## config.mk

```make
export PLATFORM = sky130hd
export DESIGN_NAME = pll_cfg_responder_flat
export DESIGN_NICKNAME = d
export VERILOG_FILES = /design/src/rtl/pll_cfg_responder_if.sv /design/src/rtl/pll_cfg_responder.sv /design/src/flat_wrapper.sv
export SDC_FILE = /design/constraint.sdc
export NUM_CORES = 1
export LEC_CHECK = 0
export BUFFER_PORTS_ARGS = -buffer_cell sky130_fd_sc_hd__buf_2
export CAP_MARGIN = 5
export CORE_ASPECT_RATIO = 2
export CORE_MARGIN = 2
export CORE_UTILIZATION = 40
export CTS_CLUSTER_SIZE = 40
export DETAILED_ROUTE_END_ITERATION = 8
export GPL_TIMING_DRIVEN = 0
export HOLD_SLACK_MARGIN = 0.08
export SYNTH_ARGS = -nofsm -noshare
export SYNTH_HDL_FRONTEND = slang
export SYNTH_SLANG_ARGS = --single-unit
export TNS_END_PERCENT = 30
```

## constraint.sdc

```tcl
create_clock -name clk -period 1.72 [get_ports clk]
set_clock_uncertainty 0.15 [all_clocks]
set_input_delay 0.086 -clock clk [delete_from_list [all_inputs] [get_ports clk]]
set_output_delay 0.086 -clock clk [all_outputs]
set_load 0.02 [all_outputs]
```

## src/rtl/pll_cfg_responder_if.sv

```systemverilog
// Management-port bundle between the NTSC/PAL switch sequencer (master)
// and the PLL configuration responder (slave).
interface pll_cfg_responder_if;
  logic        mgmt_write;
  logic        mgmt_read;
  logic [5:0]  mgmt_address;
  logic [31:0] mgmt_writedata;
  logic [31:0] mgmt_readdata;
  logic        mgmt_waitrequest;

  modport master (
    output mgmt_write, mgmt_read, mgmt_address, mgmt_writedata,
    input  mgmt_readdata, mgmt_waitrequest
  );

  modport slave (
    input  mgmt_write, mgmt_read, mgmt_address, mgmt_writedata,
    output mgmt_readdata, mgmt_waitrequest
  );
endinterface

```

## src/rtl/pll_cfg_responder.sv

```systemverilog
// PLL reconfiguration register file: shadow N/M/C/Mfrac registers are
// loaded over the management port and copied to the active outputs a
// fixed number of cycles after a START write, followed by a lock-settle
// interval during which cfg_locked is held low.
module pll_cfg_responder #(
  parameter int          NUM_C        = 2,
  parameter int          APPLY_CYCLES = 64,
  parameter int          LOCK_CYCLES  = 256,
  parameter logic [31:0] DEF_N        = 32'h00010000,
  parameter logic [31:0] DEF_M        = 32'h00000404,
  parameter logic [31:0] DEF_C        = 32'h00000505,
  parameter logic [31:0] DEF_FRAC     = 32'h9745BF27
) (
  input  logic                  clk,
  input  logic                  reset_n,
  pll_cfg_responder_if.slave    mgmt,
  output logic [31:0]           cfg_n,
  output logic [31:0]           cfg_m,
  output logic [NUM_C*32-1:0]   cfg_c,
  output logic [31:0]           cfg_frac,
  output logic                  apply_stb,
  output logic                  cfg_locked
);

  localparam int APPLY_W = (APPLY_CYCLES < 2) ? 1 : $clog2(APPLY_CYCLES + 1);
  localparam int LOCK_W  = (LOCK_CYCLES < 2) ? 1 : $clog2(LOCK_CYCLES + 1);
  localparam logic [APPLY_W-1:0] APPLY_LOAD = APPLY_W'(APPLY_CYCLES);
  localparam logic [LOCK_W-1:0]  LOCK_LOAD  = LOCK_W'(LOCK_CYCLES);

  typedef enum logic [1:0] {
    ST_IDLE,
    ST_BUSY,
    ST_COMMIT
  } state_t;

  state_t                  state;
  state_t                  state_nxt;
  logic [APPLY_W-1:0]      apply_cnt;
  logic [LOCK_W-1:0]       lock_cnt;
  logic                    mode;
  logic                    err;
  logic [31:0]             shadow_n;
  logic [31:0]             shadow_m;
  logic [NUM_C-1:0][31:0]  shadow_c;
  logic [31:0]             shadow_frac;
  logic [NUM_C-1:0][31:0]  active_c;
  logic [31:0]             readdata;
  logic [31:0]             rd_val;
  logic                    busy;
  logic                    accept;
  logic                    do_write;
  logic                    do_read;
  logic                    start_go;
  logic                    commit_now;
  logic [4:0]              c_idx;
  logic                    c_ok;

  assign busy       = (state != ST_IDLE);
  assign accept     = (mgmt.mgmt_write | mgmt.mgmt_read) & ~mgmt.mgmt_waitrequest;
  assign do_write   = accept & mgmt.mgmt_write;
  assign do_read    = accept & ~mgmt.mgmt_write;
  assign start_go   = do_write & (mgmt.mgmt_address == 6'd2) & ~busy;
  assign commit_now = (state == ST_BUSY) && (apply_cnt == APPLY_W'(1));
  assign c_idx      = mgmt.mgmt_writedata[22:18];
  assign c_ok       = int'(c_idx) < NUM_C;

  assign cfg_c               = active_c;
  assign mgmt.mgmt_readdata  = readdata;

  // FSM state register
  always_ff @(posedge clk) begin
    if (!reset_n) state <= ST_IDLE;
    else          state <= state_nxt;
  end

  // Next-state decode plus the strobe and waitrequest, which follow the state directly
  always_comb begin
    state_nxt             = state;
    apply_stb             = 1'b0;
    mgmt.mgmt_waitrequest = ~mode & busy;
    case (state)
      ST_IDLE:   if (start_go) state_nxt = ST_BUSY;
      ST_BUSY:   if (commit_now) state_nxt = ST_COMMIT;
      ST_COMMIT: begin
        apply_stb = 1'b1;
        state_nxt = ST_IDLE;
      end
      default:   state_nxt = ST_IDLE;
    endcase
  end

  // Apply delay counter, loaded on START and run down while BUSY
  always_ff @(posedge clk) begin
    if (!reset_n)               apply_cnt <= '0;
    else if (start_go)          apply_cnt <= APPLY_LOAD;
    else if (state == ST_BUSY)  apply_cnt <= apply_cnt - APPLY_W'(1);
  end

  // Lock settle counter, reloaded by reset and by every commit
  always_ff @(posedge clk) begin
    if (!reset_n || commit_now) begin
      lock_cnt   <= LOCK_LOAD;
      cfg_locked <= (LOCK_CYCLES == 0);
    end else if (lock_cnt != '0) begin
      lock_cnt <= lock_cnt - LOCK_W'(1);
      if (lock_cnt == LOCK_W'(1)) cfg_locked <= 1'b1;
    end
  end

  // Register file writes; shadow writes and START while busy are rejected into err
  always_ff @(posedge clk) begin
    if (!reset_n) begin
      mode        <= 1'b0;
      err         <= 1'b0;
      shadow_n    <= DEF_N;
      shadow_m    <= DEF_M;
      shadow_c    <= {NUM_C{DEF_C}};
      shadow_frac <= DEF_FRAC;
      cfg_n       <= DEF_N;
      cfg_m       <= DEF_M;
      active_c    <= {NUM_C{DEF_C}};
      cfg_frac    <= DEF_FRAC;
    end else begin
      if (commit_now) begin
        cfg_n    <= shadow_n;
        cfg_m    <= shadow_m;
        active_c <= shadow_c;
        cfg_frac <= shadow_frac;
      end
      if (do_write) begin
        case (mgmt.mgmt_address)
          6'd0: mode <= mgmt.mgmt_writedata[0];
          6'd1: err  <= 1'b0;
          6'd2: if (busy) err <= 1'b1;
          6'd3: if (busy) err <= 1'b1; else shadow_n <= mgmt.mgmt_writedata;
          6'd4: if (busy) err <= 1'b1; else shadow_m <= mgmt.mgmt_writedata;
          6'd5: begin
            if (busy || !c_ok) begin
              err <= 1'b1;
            end else begin
              for (int i = 0; i < NUM_C; i++) begin
                if (int'(c_idx) == i) shadow_c[i] <= mgmt.mgmt_writedata;
              end
            end
          end
          6'd7: if (busy) err <= 1'b1; else shadow_frac <= mgmt.mgmt_writedata;
          default: ;
        endcase
      end
    end
  end

  // Read mux over the register map; C reads always return counter 0
  always_comb begin
    rd_val = '0;
    case (mgmt.mgmt_address)
      6'd0:    rd_val = {31'd0, mode};
      6'd1:    rd_val = {30'd0, err, ~busy};
      6'd3:    rd_val = shadow_n;
      6'd4:    rd_val = shadow_m;
      6'd5:    rd_val = shadow_c[0];
      6'd7:    rd_val = shadow_frac;
      default: rd_val = '0;
    endcase
  end

  // Registered read data, updated only by an accepted read
  always_ff @(posedge clk) begin
    if (!reset_n)     readdata <= '0;
    else if (do_read) readdata <= rd_val;
  end

endmodule

```

## src/flat_wrapper.sv

```systemverilog
// flat-port wrapper written by rule: the top's interface ports become plain ports
module pll_cfg_responder_flat 
#(
  parameter int          NUM_C        = 2,
  parameter int          APPLY_CYCLES = 64,
  parameter int          LOCK_CYCLES  = 256,
  parameter logic [31:0] DEF_N        = 32'h00010000,
  parameter logic [31:0] DEF_M        = 32'h00000404,
  parameter logic [31:0] DEF_C        = 32'h00000505,
  parameter logic [31:0] DEF_FRAC     = 32'h9745BF27
)
  (clk, reset_n, cfg_n, cfg_m, cfg_c, cfg_frac, apply_stb, cfg_locked, mgmt_mgmt_write, mgmt_mgmt_read, mgmt_mgmt_address, mgmt_mgmt_writedata, mgmt_mgmt_readdata, mgmt_mgmt_waitrequest);
  pll_cfg_responder_if mgmt_i ();
  input  logic clk;
  input  logic reset_n;
  output logic [31:0] cfg_n;
  output logic [31:0] cfg_m;
  output logic [NUM_C*32-1:0] cfg_c;
  output logic [31:0] cfg_frac;
  output logic apply_stb;
  output logic cfg_locked;
  input wire logic [$bits(mgmt_i.mgmt_write)-1:0] mgmt_mgmt_write;
  input wire logic [$bits(mgmt_i.mgmt_read)-1:0] mgmt_mgmt_read;
  input wire logic [$bits(mgmt_i.mgmt_address)-1:0] mgmt_mgmt_address;
  input wire logic [$bits(mgmt_i.mgmt_writedata)-1:0] mgmt_mgmt_writedata;
  output wire logic [$bits(mgmt_i.mgmt_readdata)-1:0] mgmt_mgmt_readdata;
  output wire logic [$bits(mgmt_i.mgmt_waitrequest)-1:0] mgmt_mgmt_waitrequest;
  assign mgmt_i.mgmt_write = mgmt_mgmt_write;
  assign mgmt_i.mgmt_read = mgmt_mgmt_read;
  assign mgmt_i.mgmt_address = mgmt_mgmt_address;
  assign mgmt_i.mgmt_writedata = mgmt_mgmt_writedata;
  assign mgmt_mgmt_readdata = mgmt_i.mgmt_readdata;
  assign mgmt_mgmt_waitrequest = mgmt_i.mgmt_waitrequest;
  pll_cfg_responder #(.NUM_C(NUM_C), .APPLY_CYCLES(APPLY_CYCLES), .LOCK_CYCLES(LOCK_CYCLES), .DEF_N(DEF_N), .DEF_M(DEF_M), .DEF_C(DEF_C), .DEF_FRAC(DEF_FRAC)) u_core (.clk(clk), .reset_n(reset_n), .mgmt(mgmt_i), .cfg_n(cfg_n), .cfg_m(cfg_m), .cfg_c(cfg_c), .cfg_frac(cfg_frac), .apply_stb(apply_stb), .cfg_locked(cfg_locked));
endmodule
```

==> results.tsv <==
metric	value	unit
ys_top_cells_by_count	dfxtp_1, nand2_1, a21oi_1	
drv_slew	0	
hp-start	mgmt_mgmt_writedata[21]	
drt-wirelength-per-cell	24.0	µm
antenna_found_initial	4	
ys_async_sr_fraction	0	%
synthMuxAreaShare	3.18	%
placedCellCount	2079	
io_pins	237	
drive_gt1_share	33.1	%
finalCritPeriodShare	115	%
first_pass_iters	6	
synth_area	13500	µm²
hp-class	in -> reg	
yosys.area_share.simple	16.0	%
ys_seq_elements	373	
htree_num_levels	2	
vias	12600	
netlist_instances	1407	
reg2reg_from	u_core.state[1]	
grt_overflow	0	
synth_top_area_share	55.2	%
grt_pass1_wl	76400	µm
post-route-drc-count	0	
maxCapViolations	0	
yosysUniqueCellTypes	60	
period_needed	1970	ps
clk_path_buf_depth	3	
fin_nets	1823	
drtIter0Drc	1053	
cts_made_buffers	34	
gr-usage-all-layers	28.8	%
synth_fa_ha_area_share	0.463	%
syn_nets	1454	
yosysWarnings	0	
core	33400	µm²
holdPathEnd	u_core.shadow_c[51]	
clock-sinks	373	
hold_viol_final	0	
r2r_slack	-250	ps
synth_top_family_by_area	compound AO/OA/AOI/OAI gates	
grt_max_degree	16	
synth_edf_count	0	
synth_compound_area_share	19.7	%
worst_r2r_endpoint	u_core.mgmt.mgmt_readdata[12]	
path_class	reg -> reg	
post_synth.cell_area_avg	9.61	µm²
violations	negative setup slack	
max_freq	508	MHz
clkLatencyLatePin	540	ps
syn_to_final_growth	38.7	%
yosys.area.top_type	dfxtp_1	
clk_root_buffer_cell	clkbuf_16	
worst_setup_path_end_kind	register	
clkSlewWorstSetupHoldPaths	70	ps
synth.most_common_cell	dfxtp_1	
required	1990	ps
synth-xor-area-share	0.518	%
gp_congestion	0.946	
p_per_area	970	nW/µm²
critPathMaxFanout	6	
die_w	134	µm
timing.final.ws_setup	-250	ps
relSlewSlack	40.5	%
leakage	7.68	nW
seq_area_frac_synth	55.2	%
grt_pass1_vias	12300	
ant_nets	0	
setup_violations	315	
worst_pin_slew	892	ps
worst-r2r-cell-count	7	
startpoint_type	register	
hold_slack	41.9	ps
max-vdd-ir-drop	0.000804	V
die-area	35400	µm²
hpwl	37500	µm
viasPerCell	5.61	
cp_data_arrival_time	2240	ps
std_cell_rows	95	
final_cells	2239	
outcome	complete, but fails checks	
initial_core_util	40.5	%
cts_tree	built	
synth_area_leaders	dfxtp_1, nand2_1, a22o_1	
wl	53800	µm
synth_ff_type	dfxtp_1	
min_path_cells	5	
dieHeight	264	µm
rsz0062_at_grt	true	
numPortBuffers	236	
[through the flow]
step	area [µm²]	util, %	TNS, ps	power [mW]	setup WS, ps
CTS	18000	54.0	-38880	18.1	-215
finish	18800	56.1	-46690	18.2	-250
global route	18800	56.1	-63760	18.6	-331
global placement	15400	46.0	-114340	10.1	-580
detailed placement	15400	46.0	-116750	10.1	-603
floorplan	13600	-	-3170	9.69	-33.9
[layer usage]
layer	share of wire (%)	track usage, %	vias to the layer above	routed length (µm)
li1	-	-	5746	-
met1	34	29.9	6005	18500
met4	8.8	20.3	2	4750
met5	0.020	0	-	11
met3	6.0	3.84	199	3230
met2	51	52.4	601	27400
[state kept, by name, indices dropped and copies added, names as in the netlist]
signal	count
u_core.cfg_frac	32
u_core.mgmt.mgmt_readdata	32
u_core.shadow_c	64
u_core.shadow_n	32
u_core.apply_cnt	7
u_core.cfg_locked	1
u_core.state	2
u_core.cfg_c	64
u_core.mode	1
u_core.cfg_n	32
u_core.err	1
u_core.shadow_m	32
u_core.cfg_m	32
u_core.shadow_frac	32
u_core.lock_cnt	9
[power by group]
part	internal, mW	switching, mW
combinational	0.571	0.845
sequential	8.74	0.178
clock	4.44	3.42
total	13.8	4.44
[critical path, stage by stage (launching register included)]
cell       delay, ps
dfxtp_2          330
buf_6            140
o21bai_4         150
nand3b_1         240
and2_4           250
buf_12           150
clkbuf_16        160
a221o_1          310
[worst max-delay path by stage]
| stage | start | endpoint |
|---|---|---|
| floorplan | u_core.state[0] | u_core.cfg_c[53] |
| global placement | mgmt_mgmt_address[3] | u_core.shadow_c[27] |
| detailed placement | mgmt_mgmt_address[3] | u_core.shadow_c[17] |
| CTS | u_core.apply_cnt[5] | u_core.cfg_n[17] |
| global route | u_core.state[1] | u_core.mgmt.mgmt_readdata[13] |
| finish | u_core.state[1] | u_core.mgmt.mgmt_readdata[12] |
[placed cells by master, fill, tap and decap left out, types with 32 or more instances in the layout]
cell type / instances
a22o_1: 131
buf_2: 255
nand3_1: 94
nand2_1: 265
dfxtp_1: 366
clkbuf_16: 44
a21oi_2: 34
clkbuf_1: 32
nand2_2: 34
a21oi_1: 125
mux2_2: 32
dlygate4sd3_1: 40
[cells by family after synthesis]
family          Yosys count
fa+ha+maj                 5
xor+xnor                  8
buf+inv                 131
simple gates            482
compound gates          369
flops                   373
mux                      39
[cell type report]
class                           instances  area [µm²]
Tap cell                              436         546
Inverter                               10        45.0
Multi-Input combinational cell        903        5890
Antenna cell                            2        5.00
Clock buffer                           50        1020
Sequential cell                       373        7480
Clock inverter                         11         109
Timing Repair Buffer                  337        2500
Fill cell                            2943       14600
Buffer                                117        1160
[timing repair]
item                                   CTS  global route
setup buffers                           29            13
endpoints found under the hold margin  157            12
resized for setup                      181           135
hold buffers                            37             4
pin swaps                               45            63
setup endpoints to repair              366           367
gates cloned                            11             8
Power figures use the tool's default switching activity.
